### src/rtl/setting_mode_sequencer_pkg.sv
// setting_mode_sequencer_pkg: shared mode, field and default constants for the setting session
package setting_mode_sequencer_pkg;
  localparam int MODE_WIDTH = 3;
  localparam logic [MODE_WIDTH-1:0] STAND_MODE = 3'd1;
  localparam logic [1:0] FIELD_HOUR = 2'd0;
  localparam logic [1:0] FIELD_MIN = 2'd1;
  localparam logic [1:0] FIELD_REMIND = 2'd2;
  localparam logic [1:0] FIELD_GESTURE = 2'd3;
  localparam logic [4:0] DEF_REMIND_HOURS = 5'd10;
  localparam logic [3:0] DEF_GESTURE_SEC = 4'd5;
  typedef enum logic [2:0] {S_IDLE, S_HOUR, S_MIN, S_REMIND, S_GESTURE} state_t;
endpackage

### src/rtl/setting_mode_sequencer_key_edge_detect.sv
// key_edge_detect: rising-edge pulse from a key level with a clearable history
module key_edge_detect (
  input  logic clk,
  input  logic rstn,
  input  logic clr,
  input  logic level,
  output logic rise
);
  logic prev;
  // History follows the key level so a key already held produces no edge
  always_ff @(posedge clk or negedge rstn) begin
    if (!rstn) prev <= 1'b0;
    else prev <= clr ? 1'b0 : level;
  end
  assign rise = level & ~prev;
endmodule

### src/rtl/setting_mode_sequencer.sv
// setting_mode_sequencer: standby user-setting session for clock, reminder and gesture values
module setting_mode_sequencer
  import setting_mode_sequencer_pkg::*;
#(
  parameter int TIMEOUT_S = 10,
  parameter int REMIND_MAX = 10,
  parameter int GESTURE_MIN = 2,
  parameter int GESTURE_MAX = 9
) (
  input  logic                  clk,
  input  logic                  rstn,
  input  logic [MODE_WIDTH-1:0] current_mode,
  input  logic                  enter_toggle,
  input  logic                  key_next,
  input  logic                  key_inc,
  input  logic                  key_dec,
  input  logic                  tick_1s,
  input  logic [4:0]            cur_hour,
  input  logic [5:0]            cur_min,
  output logic                  setting_active,
  output logic [1:0]            field_sel,
  output logic [5:0]            edit_value,
  output logic                  clock_load,
  output logic [4:0]            set_hour,
  output logic [5:0]            set_min,
  output logic [4:0]            remind_hours,
  output logic [3:0]            gesture_sec
);
  localparam logic [5:0] TMO = 6'(TIMEOUT_S);
  localparam logic [4:0] RMAX = 5'(REMIND_MAX);
  localparam logic [3:0] GMIN = 4'(GESTURE_MIN);
  localparam logic [3:0] GMAX = 4'(GESTURE_MAX);
  state_t state, state_nx;
  logic [5:0] tmo_cnt, e_min;
  logic [4:0] e_hour, e_rem;
  logic [3:0] e_ges;
  logic nx_rise, inc_rise, dec_rise;
  logic active, in_stand, start, abort, commit, tmo, quiet, do_next, do_key, inc_ok, dec_ok;
  assign active = state != S_IDLE;
  assign in_stand = current_mode == STAND_MODE;
  assign start = !active && enter_toggle && in_stand;
  assign abort = active && !in_stand;
  assign commit = active && in_stand && enter_toggle;
  assign tmo = active && in_stand && !enter_toggle && tmo_cnt == TMO;
  assign quiet = active && in_stand && !enter_toggle && !tmo;
  assign do_next = quiet && nx_rise;
  assign do_key = quiet && !nx_rise && (inc_rise || dec_rise);
  assign inc_ok = do_key && inc_rise && !dec_rise;
  assign dec_ok = do_key && dec_rise && !inc_rise;
  key_edge_detect u_next (.clk(clk), .rstn(rstn), .clr(abort || tmo), .level(key_next), .rise(nx_rise));
  key_edge_detect u_inc (.clk(clk), .rstn(rstn), .clr(abort || tmo), .level(key_inc), .rise(inc_rise));
  key_edge_detect u_dec (.clk(clk), .rstn(rstn), .clr(abort || tmo), .level(key_dec), .rise(dec_rise));
  // Session state register
  always_ff @(posedge clk or negedge rstn) begin
    if (!rstn) state <= S_IDLE;
    else state <= state_nx;
  end
  // Next state: entry, then abort/commit/timeout to idle, then field rotation
  always_comb begin
    state_nx = state;
    if (start) state_nx = S_HOUR;
    else if (abort || commit || tmo) state_nx = S_IDLE;
    else if (do_next) state_nx = state == S_HOUR ? S_MIN : state == S_MIN ? S_REMIND : state == S_REMIND ? S_GESTURE : S_HOUR;
  end
  // Idle-seconds counter, restarted on entry and on every accepted key edge
  always_ff @(posedge clk or negedge rstn) begin
    if (!rstn) tmo_cnt <= 6'd0;
    else if (start || do_next || do_key) tmo_cnt <= 6'd0;
    else if (active && tick_1s && tmo_cnt != TMO) tmo_cnt <= tmo_cnt + 6'd1;
  end
  // Hour edit register, clamped on load, wraps 23<->0
  always_ff @(posedge clk or negedge rstn) begin
    if (!rstn) e_hour <= 5'd0;
    else if (start) e_hour <= cur_hour > 5'd23 ? 5'd23 : cur_hour;
    else if (inc_ok && state == S_HOUR) e_hour <= e_hour >= 5'd23 ? 5'd0 : e_hour + 5'd1;
    else if (dec_ok && state == S_HOUR) e_hour <= e_hour == 5'd0 ? 5'd23 : e_hour - 5'd1;
  end
  // Minute edit register, clamped on load, wraps 59<->0
  always_ff @(posedge clk or negedge rstn) begin
    if (!rstn) e_min <= 6'd0;
    else if (start) e_min <= cur_min > 6'd59 ? 6'd59 : cur_min;
    else if (inc_ok && state == S_MIN) e_min <= e_min >= 6'd59 ? 6'd0 : e_min + 6'd1;
    else if (dec_ok && state == S_MIN) e_min <= e_min == 6'd0 ? 6'd59 : e_min - 6'd1;
  end
  // Reminder edit register, wraps REMIND_MAX<->1
  always_ff @(posedge clk or negedge rstn) begin
    if (!rstn) e_rem <= 5'd0;
    else if (start) e_rem <= remind_hours;
    else if (inc_ok && state == S_REMIND) e_rem <= e_rem >= RMAX ? 5'd1 : e_rem + 5'd1;
    else if (dec_ok && state == S_REMIND) e_rem <= e_rem <= 5'd1 ? RMAX : e_rem - 5'd1;
  end
  // Gesture edit register, wraps GESTURE_MAX<->GESTURE_MIN
  always_ff @(posedge clk or negedge rstn) begin
    if (!rstn) e_ges <= 4'd0;
    else if (start) e_ges <= gesture_sec;
    else if (inc_ok && state == S_GESTURE) e_ges <= e_ges >= GMAX ? GMIN : e_ges + 4'd1;
    else if (dec_ok && state == S_GESTURE) e_ges <= e_ges <= GMIN ? GMAX : e_ges - 4'd1;
  end
  // Committed values and the one-cycle clock load pulse
  always_ff @(posedge clk or negedge rstn) begin
    if (!rstn) begin
      clock_load <= 1'b0;
      set_hour <= 5'd0;
      set_min <= 6'd0;
      remind_hours <= DEF_REMIND_HOURS;
      gesture_sec <= DEF_GESTURE_SEC;
    end else begin
      clock_load <= commit;
      if (commit) begin
        set_hour <= e_hour;
        set_min <= e_min;
        remind_hours <= e_rem;
        gesture_sec <= e_ges;
      end
    end
  end
  assign setting_active = active;
  assign field_sel = state == S_MIN ? FIELD_MIN : state == S_REMIND ? FIELD_REMIND : state == S_GESTURE ? FIELD_GESTURE : FIELD_HOUR;
  assign edit_value = state == S_HOUR ? {1'b0, e_hour} : state == S_MIN ? e_min : state == S_REMIND ? {1'b0, e_rem} : state == S_GESTURE ? {2'b0, e_ges} : 6'd0;
endmodule
### config.mk
export PLATFORM = sky130hd
export DESIGN_NAME = setting_mode_sequencer
export DESIGN_NICKNAME = d
export VERILOG_FILES = /design/src/rtl/setting_mode_sequencer_pkg.sv /design/src/rtl/setting_mode_sequencer_key_edge_detect.sv /design/src/rtl/setting_mode_sequencer.sv
export SDC_FILE = /design/constraint.sdc
export NUM_CORES = 1
export LEC_CHECK = 0
export ABC_AREA = 1
export BUFFER_PORTS_ARGS = -buffer_cell sky130_fd_sc_hd__buf_2
export CAP_MARGIN = 20
export CORE_UTILIZATION = 28
export CTS_CLUSTER_DIAMETER = 150
export CTS_CLUSTER_SIZE = 20
export DETAILED_ROUTE_END_ITERATION = 8
export GPL_ROUTABILITY_DRIVEN = 0
export SYNTH_ARGS = -nofsm -noshare
export SYNTH_HDL_FRONTEND = slang
export SYNTH_HIERARCHICAL = 1
export SYNTH_SLANG_ARGS = --single-unit
### constraint.sdc
create_clock -name clk -period 1.8 [get_ports clk]
set_input_delay 0.54 -clock clk [delete_from_list [all_inputs] [get_ports clk]]
set_output_delay 0.54 -clock clk [all_outputs]
set_load 0.02 [all_outputs]
==> flow_summary.yaml <==
synth:
  ys_seq_elements: 53
  syn_area_per_cell_um2: 7.11
  synthCells: 531
  synth_area_mm2: 0.00377
  synthesis.nets: 567
  yosysWarnings: 6
  synth.top_cell.area_share_pct: 32.5
  synth_flop_cell: "dfrtp_1"
  yosysTopAreaCell: "dfrtp_1"
  synth_edf_count: 0
  ys_top_cells_by_count: "136 x nand2_1, 61 x nor2_1, 57 x inv_1"
  synth_most_common_cell: "nand2_1"
  synth_async_sr_flop_share_pct: 100
  yosysUniqueCellTypes: 38
  seq_area_frac_synth_pct: 35.3
  synth_area_leaders: "dfrtp_1 32%, nand2_1 14%, nand3_1 7.0%"
worst_setup_path:
  worstReg2RegStart: "state[2]$_DFFE_PN0P_"
  crit_family: "flip-flops"
  critical_path.cell_chain: "nor2_4 -> inv_2 -> nor2_4 -> inv_4 -> o22ai_4 -> a221o_1 -> buf_6"
  worstPathBufferInverterCount: 3
  cpPeakStageDelay_ns: 0.46
  critPathSlowestCell: "dfrtp_2"
  crit_type: "reg2out"
  rrSetupSlack_ns: -0.01
  endpoint_kind: "output pin"
  critical_path_required_ns: 1.26
  cp_common_cell: "nor2_4"
  worstSetupStartpoint: "state[1]$_DFFE_PN0P_"
  startpoint_type: "flop"
  path_max_fanout: 4
  worstPathArrival_ns: 1.62
power:
  p_leak_nw: 2.66
  vdd_drop_max_uv: 648
  internal-power_w: 0.00438
  p_clk_share_pct: 14.1
  netSwitchingPower_w: 0.00373
  seqPwrFrac_pct: 27.0
  total_power_w: 0.00810
  switching_share_pct: 46.0
  power_density_mw_per_mm2: 1520
  power_frac_comb_pct: 58.8
final_layout:
  drive_gt1_share_pct: 31.9
  n_antenna_cell: 0
  area_delta_synth_final_pct: 41.5
  final_nets: 680
  fill_cells: 1338
outcome:
  violations: "negative setup slack"
  status: "finished, violations left"
drt:
  dr.pass1.iters: 5
  wl_met1_mm: 4.86
  wl_met2_mm: 5.33
  wl_per_cell_um: 13.2
  finalWirelength_mm: 10.8
  dr_wl_met3_um: 437
  dr_total_vias: 3938
  routed.top_layer: "met4"
  drc: 0
  ant_nets: 0
  drt_iter0_drc: 169
  detail_route.vias_per_cell: 4.80
timing:
  fmax_mhz: 464
  final_hold_viol_count: 0
  rsz0062_at_grt: "yes"
  skew_ns: 0.00668
  setup_violations: 9
  relSlewSlack_pct: 77.9
  fin_crit_ns: 2.16
  worst_pin_slew_ns: 0.330
  setup_slack_ns: -0.356
  slew_violations: 0
  fin_crit_sh_pct: 120
worst_hold_path:
  hold_path_class: "in2async"
job:
  drv_cap: 0
cts:
  clockBufferDepth: 2
  worstSkewPairLatency_ns: 0.30
  cts_buffers: 5
  cts_tree: "yes"
  clk_pin_slew_ns: 0.07
  cts_root_buf: "clkbuf_16"
  cts_num_sinks: 53
  holdBufCountCts: 0
  htree_levels: 2
placement:
  portBuffers: 50
  dp_hpwl_mm: 7.86
  place_ws_ns: -0.215
global_route:
  grt_max_degree: 54
  antenna_found_initial: 0
  grt_use_total_pct: 16.0
  overflow: 0
  grt_pass1_vias: 3727
  grt_pass1_wl_mm: 18.1
die:
  dieWidth_um: 118
  pin_count: 51
  die_h_um: 118
  start_util_pct: 28.6
  core_area_mm2: 0.0132
  rows: 42
  dieArea_mm2: 0.0140
==> through the flow <==
step	util [%]	instance area, um^2	TNS (ns)	hold WS, ns	cells
final	40.5	5340	-2.21	0.234	821
after global routing	40.5	5340	-3.63	0.260	821
after CTS	38.3	5060	-2.21	0.240	813
after detailed placement	35.2	4640	-4.43	0.471	794
after global placement	35.2	4640	-3.25	0.474	794
after floorplan	-	3810	0	0.244	531
==> worst paths after layout <==
| path | to | cells past startpoint |
|---|---|---|
| max | edit_value[1] | 7 |
| min reg2reg | set_min[1]$_DFFE_PN0P_ | 2 |
| max reg2reg | e_min[3]$_DFFE_PN0P_ | 12 |
| min in group clk | u_inc/prev$_DFF_PN0_ | 3 |
| min | u_next/prev$_DFF_PN0_ | 2 |
| max in group asynchronous | gesture_sec[0]$_DFFE_PN1P_ | 2 |
==> power by group through the flow <==
stage | Sequential (W) | Clock (W) | Combinational (W)
CTS | 0.00219 | 0.00119 | 0.00451
global route | 0.00228 | 0.00123 | 0.00534
floorplan | 0.00234 | 0 | 0.00272
global placement | 0.00218 | 0 | 0.00419
detailed placement | 0.00220 | 0 | 0.00427
finish | 0.00219 | 0.00114 | 0.00477
==> cells by family after synthesis <==
kind of cell	synth area share, %
simple gates	40.2
buf+inv	8.32
compound gates	9.15
flops	35.3
fa+ha+maj	4.97
xor+xnor	2.09
==> cells in the final DEF (no fill, tap or decap), types with 3 or more instances in the layout <==
cell / instances
nand2_4: 4
buf_6: 18
buf_4: 58
inv_4: 3
nand4_1: 21
nand3_1: 51
ha_1: 14
or2_2: 6
nor2_4: 13
buf_12: 4
nand2_1: 129
inv_2: 8
nand3b_1: 3
nor2_2: 3
nand2_2: 4
nor3_1: 4
a21oi_1: 8
buf_2: 41
o21ai_0: 31
clkbuf_16: 5
nor3b_1: 3
dfstp_2: 4
dfrtp_1: 47
nand3_4: 12
o21ai_1: 4
xor2_1: 7
nor2_1: 54
inv_1: 52
==> state kept, by name, summed over array words and instances (netlist names) <==
register	count
u_next/prev	1
e_min	6
set_hour	5
remind_hours	5
gesture_sec	4
e_hour	5
u_dec/prev	1
e_rem	5
state	3
set_min	6
clock_load	1
tmo_cnt	6
u_inc/prev	1
e_ges	4
==> final cells by class <==
cell class / count / area, um^2 / area share [%]
timing repair buffer: 121 / 923 / 17.3
clock inverter: 2 / 37.5 / 0.703
tap: 176 / 220 / 4.12
inverter: 64 / 253 / 4.73
sequential: 53 / 1330 / 25.0
clock buffer: 6 / 139 / 2.60
multi-input combinational: 399 / 2430 / 45.6
==> layer usage <==
layer  track usage (%)  vias to the layer above
li1                  -                     1967
met1              20.6                     1866
met4              6.25                        0
met2              26.9                       91
met3              1.99                       14
met5                 0                        -
==> worst reg2reg max path: stages (launching register included) <==
cell	delay, ns
dfrtp_1	0.38
inv_2	0.09
buf_4	0.17
nand2_4	0.10
nand3_4	0.09
nor2_4	0.22
nand3_4	0.16
buf_6	0.16
nor2_4	0.13
nand2_1	0.06
nand3_1	0.06
nand3_1	0.06
nand2_1	0.07
==> repair_timing <==
action	4_1_cts	5_1_grt
pin swaps	7	8
setup endpoints to repair	23	34
buffers inserted	12	8
resized for setup	38	49
cloned	1	0
Power figures use the tool's default switching activity.
